--- config.mk ---
export PLATFORM = sky130hd
export DESIGN_NAME = oam_dma_ctrl
export DESIGN_NICKNAME = d
export VERILOG_FILES = /design/src/rtl/oam_dma_ctrl.sv
export SDC_FILE = /design/constraint.sdc
export NUM_CORES = 1
export LEC_CHECK = 0
export ABC_CLOCK_PERIOD_IN_PS = 3600
export CAP_MARGIN = 40
export CORE_ASPECT_RATIO = 1.4
export CORE_MARGIN = 2
export CORE_UTILIZATION = 42
export CTS_CLUSTER_DIAMETER = 200
export DETAILED_ROUTE_END_ITERATION = 7
export PLACE_DENSITY = 0.91
export SLEW_MARGIN = 20
export SYNTH_ARGS = -nofsm -noshare
export SYNTH_HDL_FRONTEND = slang
export SYNTH_SLANG_ARGS = --single-unit
--- constraint.sdc ---
create_clock -name clk -period 3.6 [get_ports clk]
set_clock_uncertainty 0.05 [all_clocks]
set_input_delay 0.36 -clock clk [delete_from_list [all_inputs] [get_ports clk]]
set_output_delay 0.36 -clock clk [all_outputs]
set_load 0.02 [all_outputs]
--- src/rtl/oam_dma_ctrl.sv ---
// OAM DMA sequencer: halts the CPU, copies one page into OAMDATA with get/put
// alignment, and otherwise passes CPU register accesses through to the PPU.
module oam_dma_ctrl #(
  parameter int unsigned DMA_LEN     = 256,
  parameter logic [2:0]  OAMDATA_REG = 3'd4
) (
  input  logic        clk,
  input  logic        reset,
  input  logic        dma_start,
  input  logic [7:0]  dma_page,
  input  logic [2:0]  cpu_ppu_address,
  input  logic [7:0]  cpu_ppu_wdata,
  input  logic        cpu_ppu_cs,
  input  logic        cpu_ppu_rw,
  input  logic [7:0]  mem_rdata,
  output logic        cpu_rdy,
  output logic [15:0] mem_addr,
  output logic        mem_rd,
  output logic [2:0]  ppu_address,
  output logic [7:0]  ppu_wdata,
  output logic        ppu_cs,
  output logic        ppu_rw,
  output logic        busy,
  output logic        done
);

  typedef enum logic [2:0] {
    IDLE,
    HALT,
    ALIGN,
    READ,
    WRITE
  } state_t;

  localparam logic [7:0] LAST_IDX = 8'(DMA_LEN - 1);

  state_t     state;
  logic       par;
  logic [7:0] idx;
  logic [7:0] page_q;
  logic       busy_q;
  logic       done_q;

  // busy_q is updated alongside every state change so cpu_rdy/busy come from
  // a single flop rather than a decode of the state vector.
  always_ff @(posedge clk) begin
    if (reset) begin
      state  <= IDLE;
      par    <= 1'b0;
      idx    <= '0;
      page_q <= '0;
      busy_q <= 1'b0;
      done_q <= 1'b0;
    end else begin
      par    <= ~par;
      done_q <= 1'b0;
      case (state)
        IDLE: begin
          if (dma_start) begin
            page_q <= dma_page;
            idx    <= '0;
            busy_q <= 1'b1;
            state  <= HALT;
          end
        end
        HALT: begin
          // par==1 now means the following cycle is a get cycle
          state <= par ? READ : ALIGN;
        end
        ALIGN: begin
          state <= READ;
        end
        READ: begin
          state <= WRITE;
        end
        WRITE: begin
          if (idx == LAST_IDX) begin
            idx    <= '0;
            busy_q <= 1'b0;
            done_q <= 1'b1;
            state  <= IDLE;
          end else begin
            idx   <= idx + 8'd1;
            state <= READ;
          end
        end
        default: begin
          busy_q <= 1'b0;
          state  <= IDLE;
        end
      endcase
    end
  end

  assign busy    = busy_q;
  assign cpu_rdy = ~busy_q;
  assign done    = done_q;

  always_comb begin
    mem_rd      = 1'b0;
    mem_addr    = '0;
    ppu_cs      = 1'b0;
    ppu_rw      = 1'b1;
    ppu_address = '0;
    ppu_wdata   = '0;
    case (state)
      IDLE, HALT: begin
        ppu_cs      = cpu_ppu_cs;
        ppu_rw      = cpu_ppu_rw;
        ppu_address = cpu_ppu_address;
        ppu_wdata   = cpu_ppu_wdata;
      end
      READ: begin
        mem_rd   = 1'b1;
        mem_addr = {page_q, idx};
      end
      WRITE: begin
        ppu_cs      = 1'b1;
        ppu_rw      = 1'b0;
        ppu_address = OAMDATA_REG;
        ppu_wdata   = mem_rdata;
      end
      default: begin
        ppu_cs = 1'b0;
      end
    endcase
  end

endmodule

* After elaboration in Yosys (flattened, before gate mapping)
Cells that the tools add are included.
** Operators by class
- Add/sub/neg operators :: 1
- Equality and inequality tests :: 7
- Multiplexer cells :: 17
- Bitwise gates (word level) :: 4
- Reduce and logical (&&, ||, !) cells :: 8
** Operators by type and width (number)
- case mux 8 bit (2 select lines) :: 2
- 2-to-1 mux 16 bit :: 1
- 2-to-1 mux 8 bit :: 2
- case mux 3 bit (5 select lines) :: 1
- adder 8 x 1 -> 8 bit, second input constant :: 1
- == test 8 bit, second input constant :: 1
- == test 3 x 2 -> 1 bit, second input constant :: 2
- case mux 3 bit (2 select lines) :: 1
- 2-to-1 mux 1 bit :: 5
- != test 2 bit, second input constant :: 2
- inverter 1 bit :: 4
- case mux 1 bit (2 select lines) :: 2
- AND reduction 2 bit :: 2
- OR reduction 2 bit :: 2
- == test 3 x 1 -> 1 bit, second input constant :: 1
- == test 3 bit, second input constant :: 1
- zero test 3 bit :: 1
- 2-to-1 mux 3 bit :: 1
- case mux 1 bit (3 select lines) :: 1
- AND reduction 3 bit :: 1
- OR reduction 3 bit :: 1
- 2-to-1 mux 2 bit :: 1
- nonzero test 2 bit :: 1
** Storage, ports and cells
- Bits in registers :: 22
- Input bits :: 32
- Output and inout bits :: 33

* Logic depth before layout (Yosys ltp)
- Depth in word-level cells :: 4
- Gate-level depth with buffers :: 6

* Worst setup path after synthesis
Ideal clock, no wire load.
- Kind :: reg2out
- From :: register state[1]
- To :: output mem_addr[10]
- Arrival :: 1.369 ns
- Data required time :: 3.190 ns
- Path slack :: 1.821 ns
- Cell stages (with the launch flop) :: 6
- Path through :: dfxtp_1 -> buf_4 -> nand2_1 -> nor2_1 -> clkbuf_1 -> and2_1
** On the way
- Cells in the longest elaborated chain, start to end :: 2
** RTL lines
- start: declaration :: RTL line 37 : state_t state;
- start signal: assignment :: RTL line 68 : state <= par ? READ : ALIGN;
- == test 3 x 2 -> 1 bit :: RTL line 106 : case (state)
- 2-to-1 mux 16 bit :: RTL line 106
- end: declaration :: RTL line 17 : output logic [15:0] mem_addr,
Every way passes these cells.

* Worst setup path after layout
- From :: register state[1]
- To :: output mem_addr[4]
The elaborated chain is that of the path after synthesis.

==> results.md <==
- Outcome: complete, no violations
- Synth warnings: 0
- Min Clock Period, post-route: 3.01 ns
- Die height: slightly below 70 um
- Seq/Total Area, Yosys: a little over a third
- Area after DPL: 1860 um^2
- GPL Wtd Cong: between 0.7 and 0.8
- Routed Antenna Nets: 0
- Crit end category: output pin
- Drt pass-1 iters: 4
- Vias in the first global route: 1300
- Final Hold Viols: 0
- Worst slew pin tran: just under 0.8 ns
- Fin Setup TNS: 0 ns
- Worst Path Max Fanout: 19
- Finish-stage setup viols: 0
- Initial antenna violation count: 0
- Yosys reg bits: 22
- GRT Residual Overflow: 0
- Clk pin slew, worst setup/hold paths: 0.07 ns
- Ant diodes: 0
- Worst min path class: flop to flop
- Mapped Avg Cell Area: 7.67 um^2
- Pins Over Slew Limit: 0
- Share of cells above drive strength 1: just over 4%
- Total power per unit cell area: 367 nW/um^2
- Critical Path Start: state[1]
- Hold-fix buffers at CTS: 0
- Cell area after synthesis: ~1200 um^2
- Vias per inst: just over 5
- Die width: 49.4 um
- Starting Density: around 43%
- Hold path start: par
- Die area: ~3300 um^2
- CP startpoint kind: flop
- Cells after Synth: around 160
- RSZ-0062 raised after global routing: no
- Post-CTS Repair Setup Buffers: 0
- WP data required: roughly 3.2 ns
- Vias: around 1300
- Port Buffers: 64
- # rows: 23
- Syn_nets: roughly 190
- 1st-iter DRT viols: 21
- Worst setup margin: around 0.59 ns
- CP arrival: about 2.6 ns
- Pre-CTS setup slack: between 0.8 and 0.9 ns
- Leak: between 0.0007 and 0.0008 uW
- Async set-or-reset flop fraction in the synthesized netlist: 0%
- Largest net degree at the start of global routing: 20
- Most common cell after layout, fill and taps aside: clkdlybuf4s50_1
- Reg2reg start: state[1]
- Drt total wl: between 3 and 4 mm
- Max-cap violations: 0
- WL/cell: between 10 and 15 um
- # nets final: 252
- H-tree levels: 1
- Drc violations: 0
- Worst-Skew Late Latency: about 0.26 ns
- Cts bufs inserted: 3
- Netlist cell types: 36
- First-pass GRT wire length: about 5.2 mm
- F_max: between 300 and 400 MHz
- Io pins: 65
- Post-synth EDFFs: 0
- Clock Tree Buf Depth: 2
- Worst vdd ir: approximately 0.00028 V
- Most frequent cells in the layout: clkdlybuf4s50_1, nand2_1, dfxtp_1, nor2_1, and2_1
- CTS tree: built
- Most used DFF post-synth: dfxtp_1
- Crit Path Category: flop to output pin
- Synth-to-layout area growth: 59.3%
- Fin crit share: a little over four fifths
- CTS sink count: 22
- Normalized max-slew margin: 47.4%
- GRT Util Overall: approximately a fifth
- Core ar.: about 2800 um^2
- Clk root buf: clkbuf_8
- Fin area: between 1500 and 2000 um^2
- DP Wirelength: roughly 2.5 mm
- PostCTS Resize Cnt: 0
## flip-flops by register name, indices dropped and copies added (netlist names)
signal and count:
idx 8, done 1, busy 1, state 3
par 1, page_q 8
## critical path, cell delays in order (launching register included)
cell	delay, ns
dfxtp_1	0.73
nand2_1	0.14
nor2_1	0.62
and2_1	0.23
clkdlybuf4s50_1	0.61
## layout make-up
class	instances	area (um^2)
repair buffers	65	648
clock inverters	1	30.0
multi-input cells	124	714
well taps	37	46.3
clock buffers	3	41.3
fillers	251	888
flip-flops and latches	22	440
inverters	3	11.3
## synth_stat cells, drive strengths merged, types with 3 or more instances
| master | number | share of area [%] |
|---|---|---|
| clkbuf | 5 | 1.5 |
| a22oi | 9 | 5.6 |
| o21ai | 7 | 2.9 |
| dfxtp | 22 | 36 |
| a21oi | 13 | 5.4 |
| buf | 4 | 2.3 |
| nor2 | 18 | 5.6 |
| nand2 | 25 | 7.7 |
| and2 | 18 | 9.3 |
| nand3 | 4 | 1.7 |
| inv | 3 | 0.93 |
| o21bai | 3 | 2.8 |
## cell families after synthesis
family	synth area share, %
simple gates	34.6
compound gates	21.1
flops	36.3
buf+inv	4.75
xor+xnor	1.45
mux	0.826
fa+ha+maj	1.03
## per-stage QoR
stage / util, % / hold WS (ns) / cells / total power, uW
3_5_place_dp: 66.0 / 0.356 / 251 / 487
6_report: 68.5 / 0.363 / 255 / 709
4_1_cts: 68.5 / 0.366 / 255 / 714
2_1_floorplan: - / 0.343 / 158 / 390
3_3_place_gp: 66.0 / 0.349 / 251 / 483
5_1_grt: 68.5 / 0.380 / 255 / 742
## power breakdown
| part | total [uW] | switching (uW) | internal [uW] |
|---|---|---|---|
| logic | 201 | 97.2 | 104 |
| clock network | 228 | 79.7 | 148 |
| registers | 279 | 21.2 | 258 |
## worst paths after layout
| kind | slack (ns) | to | cells after the start |
|---|---|---|---|
| max reg2reg | 1.69 | idx[5] | 4 |
| min reg2reg | 0.36 | par | 1 |
| min | 0.36 | par | 1 |
| max | 0.59 | mem_addr[4] | 4 |
## routing by layer
metal,share of wire [%],track usage [%]
met1,38,19.9
met2,53,37.2
met3,6.9,5.31
met4,1.7,10.8
met5,0,0
(Power assumes the default switching activity.)
==> RTL edit 1 (same settings) <==
Make the reset (`reset`) asynchronous in one clocked block.
--- a/src/rtl/oam_dma_ctrl.sv
+++ b/src/rtl/oam_dma_ctrl.sv
@@ -43,7 +43,7 @@
 
   // busy_q is updated alongside every state change so cpu_rdy/busy come from
   // a single flop rather than a decode of the state vector.
-  always_ff @(posedge clk) begin
+  always_ff @(posedge clk or posedge reset) begin
     if (reset) begin
       state  <= IDLE;
       par    <= 1'b0;
Formal check against the unedited RTL: differs if reset is asserted again (counterexample within 4 cycles, from zero or initial values and one cycle with reset high); with reset held inactive, the same outputs for 10 cycles.
==> RTL edit 1 against the unedited design <==
Sequential cell count is the same; wire length up 4.5%; count of clock-buffer cells in the layout increased by 1; synthesized cell count fell by 15%; area after synthesis increased by 3.4%; register-to-register slack gained 0.07 ns; setup slack got worse by 0.011 ns; design area grew 2.1%; via count decreased by 6.5%; critical path type unchanged; critical endpoint is now ppu_wdata[2]; largest cell class is now non-clock buffers.
Power is not compared: it rests on default switching activity, and its combinational part moved more than twofold at a synthesized area within 25%.
==> RTL edit 1: results (changes against the unedited design) <==
stage	metric	value	unit	change
logic_synthesis	synth_cell_types	30		-17%
clock_network	cts_setup_buffers	0		unchanged
logic_synthesis	synth_compound_area_share	15.5	%	-5.6 points
clock_network	clock-root-buffer	clkbuf_8		
place	hpwl	2660	um	+5.4%
grt	antenna_found_initial	0		unchanged
drt	drtPass1Iterations	4		unchanged
drt	ant_nets	0		unchanged
critical_path	max_stage_delay	0.62	ns	-0.11 ns
place	preCtsSetupSlack	0.848	ns	-0.0218 ns
outcome	status	finished clean		
critical_path	path_max_fanout	13		-6
layout	final_nets	231		-8.3%
logic_synthesis	ys_seq_area_share	43.9	%	+7.6 points
clock_network	clk_path_buf_depth	2		unchanged
critical_path	rr_endpoint	idx[5]$_DFFE_PP0P_		
grt	grt_max_degree	23		+15%
layout	top_regs	idx (8), page_q (8), state (3)		
min_path	worstHoldPathType	input port to async pin		
clock_network	cts-resized-gates	0		unchanged
floorplanning	core-area	2850	um^2	+1.0%
clock_network	cts_made_buffers	3		unchanged
logic_synthesis	synthTopCellsByArea	dfrtp_1 44%, and2_1 8.0%, mux2_2 7.2%		
drt	routed_wl	3350	um	+4.5%
place	place.gp.congestion	0.794		+7.6%
drt	dr_total_vias	1239		-6.5%
logic_synthesis	yosysWarnings	0		unchanged
critical_path	worst-r2r-setup-slack	1.76	ns	+0.07 ns
place	placed_area	1900	um^2	+2.2%
critical_path	arrival	2.61	ns	about the same
pwr	p_leak	0.830	nW	
logic_synthesis	synthFlopType	dfrtp_1		
logic_synthesis	synth_mux_area_share	7.19	%	+6.4 points
drt	first_iter_violations	40		+90%
critical_path	worstRegToRegCells	4		unchanged
clock_network	path_clk_slew	0.08	ns	
logic_synthesis	yosys-top-cells-count	22 x dfrtp_1, 22 x nor2_1, 16 x and2_1		
clock_network	insertion_delay	0.26	ns	about the same
layout	drive_gt1_share	8.63	%	+4.5 points
logic_synthesis	synth_fa_ha_area_share	0.998	%	-0.034 points
layout	antenna_cells	0		unchanged
place	io_buffers	64		unchanged
grt	grt_usage	20.3	%	+0.51 points
critical_path	cp_slowest_cell	clkdlybuf4s50_1		
sta	tightest_slew	0.744	ns	-0.0419 ns
critical_path	r2r_start	state[2]$_DFFE_PP0P_		
logic_synthesis	synthXorXnorAreaFrac	2.10	%	+0.65 points
pwr	peakVddDrop	0.000152	V	
logic_synthesis	synthArstFlopShare	100	%	+100 points
logic_synthesis	syn_nets	168		-12%
critical_path	crit_family	buffers and inverters		
clock_network	htreeDepth	1		unchanged
grt	grt_pass1_wl	5220	um	+0.40%
==> RTL edit 1: cell count changes in the layout (fill, tap and decap cells not counted), moves of 3 or more <==
cell / delta
a21oi_1: -9
dfrtp_1: +22
dfxtp_1: -22
mux2_2: +8
nand2_1: -17
nor2_1: +4
o21ai_0: +3
==> RTL edit 1: how the worst max path moves through the flow <==
stage | start | end | slack [ns] | cells past startpoint
after global routing | state[2]$_DFFE_PP0P_ | ppu_wdata[2] | 0.40 | 5
after CTS | state[2]$_DFFE_PP0P_ | ppu_wdata[2] | 0.58 | 5
after detailed placement | state[2]$_DFFE_PP0P_ | ppu_wdata[1] | 0.85 | 5
final | state[2]$_DFFE_PP0P_ | ppu_wdata[2] | 0.58 | 5
after global placement | state[2]$_DFFE_PP0P_ | ppu_wdata[7] | 1.0 | 5
after floorplan | state[1]$_DFFE_PP0P_ | mem_addr[10] | 1.85 | 5
==> RTL edit 1: worst register-to-register path, stage by stage, from the launching register on <==
cell,delay [ns]
dfrtp_1,0.59
inv_1,0.29
nor3_4,0.35
nand2_1,0.20
o31ai_1,0.26
==> RTL edit 1: where the power goes <==
group	internal [W]	switching [W]
Sequential	0.000252	0.00000248
Combinational	0.0000478	0.0000253
Clock	0.0000973	0.0000745
Total	0.000397	0.000102
==> RTL edit 1: layer usage <==
layer / up-vias / part of all wire, % / global-route usage [%]
met1: 582 / 33 / 17.5
met4: 0 / 0.92 / 7.29
met5: - / 0 / 0
met3: 2 / 10 / 5.82
li1: 587 / - / -
met2: 68 / 56 / 42.9
==> RTL edit 1: layout make-up <==
type,instances,area [um^2]
clock buffers,4,55.1
fillers,212,877
inverters,5,18.8
multi-input cells,100,638
flip-flops and latches,22,551
well taps,37,46.3
repair buffers,66,663
==> RTL edit 1: cells by family (layout without fill, tap and decap cells) <==
kind of cell | after synthesis | after routing
AO/OA/AOI/OAI | 30 | 30
multiplexers | 8 | 8
XOR/XNOR | 3 | 3
flip-flops | 22 | 22
AND/OR/NAND/NOR | 58 | 58
buffers and inverters | 13 | 75
adder cells (fa/ha/maj) | 1 | 1
==> RTL edit 1: metrics by stage <==
| stage | hold WS [ns] | utilization (%) | power, W | cells |
|---|---|---|---|---|
| after global routing | 0.242 | 69.2 | 0.000520 | 234 |
| after detailed placement | 0.360 | 66.8 | 0.000331 | 229 |
| after CTS | 0.370 | 68.7 | 0.000501 | 233 |
| after floorplan | 0.299 | - | 0.000281 | 135 |
| final | 0.219 | 69.2 | 0.000499 | 234 |
| after global placement | 0.363 | 66.8 | 0.000330 | 229 |
==> RTL edit 2 (config.mk and constraints unchanged) <==
Made on the original files. Set the parameter `DMA_LEN` to 128 (it was 256).
--- a/src/rtl/oam_dma_ctrl.sv
+++ b/src/rtl/oam_dma_ctrl.sv
@@ -1,7 +1,7 @@
 // OAM DMA sequencer: halts the CPU, copies one page into OAMDATA with get/put
 // alignment, and otherwise passes CPU register accesses through to the PPU.
 module oam_dma_ctrl #(
-  parameter int unsigned DMA_LEN     = 256,
+  parameter int unsigned DMA_LEN     = 128,
   parameter logic [2:0]  OAMDATA_REG = 3'd4
 ) (
   input  logic        clk,
Behaviour: same outputs for any inputs over 10 cycles, from zero or initial values and one cycle with reset high; that may be too few to reach the edited logic, so the function may still have changed.
==> RTL edit 2 against the unedited design <==
Critical path depth unchanged; design area up 1.0%; total power increased by 0.85%; sequential cell count did not move; die area up 1.6%; worst hold slack better by 0.025 ns; setup slack lost 0.16 ns; wire length rose by 1.8%; area after synthesis increased by 1.8%; global-route usage fell by 0.24 points.
==> RTL edit 2: results (changes against the unedited design) <==
stage	metric	value	unit	change
min_path	holdCritStartpoint	par$_SDFF_PP0_		
layout	drive_gt1_share	5.43	%	+1.3 points
grt	grt_pass1_vias	1233		-5.2%
critical_path	r2r_start	state[2]$_SDFFE_PP0P_		
drt	drt-vias-per-instance	5.26		+1.1%
outcome	status	finished clean		
logic_synthesis	synth_cell_types	37		+2.8%
floorplanning	die-area	3390	um^2	+1.6%
logic_synthesis	synthXorXnorAreaFrac	1.42	%	-0.025 points
grt	grt_pass1_wl	5180	um	-0.40%
pwr	p_leak	0.706	nW	-3.2%
grt	grt_usage	19.6	%	-0.24 points
logic_synthesis	synth_compound_area_share	21.7	%	+0.65 points
drt	routed_wl	3270	um	+1.8%
layout	fill_cells	240		-4.4%
place	place.gp.congestion	0.804		+8.9%
layout	final_nets	255		+1.2%
place	hpwl	2500	um	-1.1%
logic_synthesis	syn_nets	195		+2.1%
critical_path	arrival	2.75	ns	+0.15 ns
pwr	power.internal	0.000511	W	about the same
logic_synthesis	ys_seq_area_share	35.7	%	-0.63 points
pwr	peakVddDrop	0.000223	V	-21%
drt	first_iter_violations	32		+52%
place	io_buffers	64		unchanged
critical_path	path_max_fanout	21		+2
logic_synthesis	synthTopCellsByArea	dfxtp_1 36%, and2_1 8.6%, nand2_1 7.0%		
critical_path	max_stage_delay	0.78	ns	+0.05 ns
grt	grt_max_degree	22		+10%
[RTL edit 2: cell types whose count changed after synthesis, moves of 2 or more]
cell and delta:
nand2_1 -2, buf_2 +4, clkbuf_1 -2, nor3b_1 -2
and4_1 -2, a21oi_1 +2
[RTL edit 2: final cells by class]
class	count	share of cell area [%]
multi-input combinational	127	37.8
timing repair buffer	64	32.8
sequential	22	22.6
tap	37	2.37
clock buffer	3	2.12
clock inverter	1	1.54
inverter	4	0.769
[RTL edit 2: power groups by stage]
stage	Combinational [W]	Sequential [W]	Clock, W
global route	0.000218	0.000285	0.000245
detailed placement	0.000201	0.000288	0
floorplan	0.000117	0.000273	0
finish	0.000201	0.000282	0.000232
global placement	0.000200	0.000287	0
CTS	0.000203	0.000282	0.000233
[RTL edit 2: how the worst max path moves through the flow]
stage	startpoint	end	slack, ns	depth (start not counted)
floorplan	state[1]$_SDFFE_PP0P_	mem_addr[10]	1.84	5
global placement	state[1]$_SDFFE_PP0P_	mem_addr[11]	0.80	4
detailed placement	state[1]$_SDFFE_PP0P_	mem_addr[0]	0.70	4
CTS	state[1]$_SDFFE_PP0P_	mem_addr[0]	0.41	4
global route	state[1]$_SDFFE_PP0P_	mem_addr[14]	0.23	4
finish	state[1]$_SDFFE_PP0P_	mem_addr[14]	0.44	4
[RTL edit 2: cells by family (layout without fill, tap and decap cells)]
logic type,after synthesis,after routing
compound gates,41,41
xor+xnor,2,2
simple gates,83,83
buf+inv,13,72
fa+ha+maj,1,1
flops,22,22
[RTL edit 2: worst reg2reg max path: stages (launching register included)]
cell and delay [ns]:
dfxtp_1 0.56, nor3b_4 0.39, o311ai_2 0.21, or3_1 0.37
o211ai_1 0.10
[RTL edit 2: metal layers]
layer / wire length (um) / track usage (%) / up-vias
li1: - / - / 681
met1: 1310 / 22.7 / 610
met2: 1710 / 34.5 / 60
met5: 0 / 0 / -
met3: 206 / 3.71 / 5
met4: 42 / 9.72 / 0
[RTL edit 2: through the flow]
stage / hold WS [ns] / std cells / util [%] / setup WS [ns] / cell area (um^2)
after floorplan: 0.344 / 162 / - / 1.84 / 1230
after global placement: 0.351 / 254 / 66.7 / 0.800 / 1880
after detailed placement: 0.370 / 254 / 66.7 / 0.701 / 1880
after CTS: 0.381 / 258 / 69.2 / 0.405 / 1950
after global routing: 0.401 / 258 / 69.2 / 0.227 / 1950
final: 0.387 / 258 / 69.2 / 0.437 / 1950
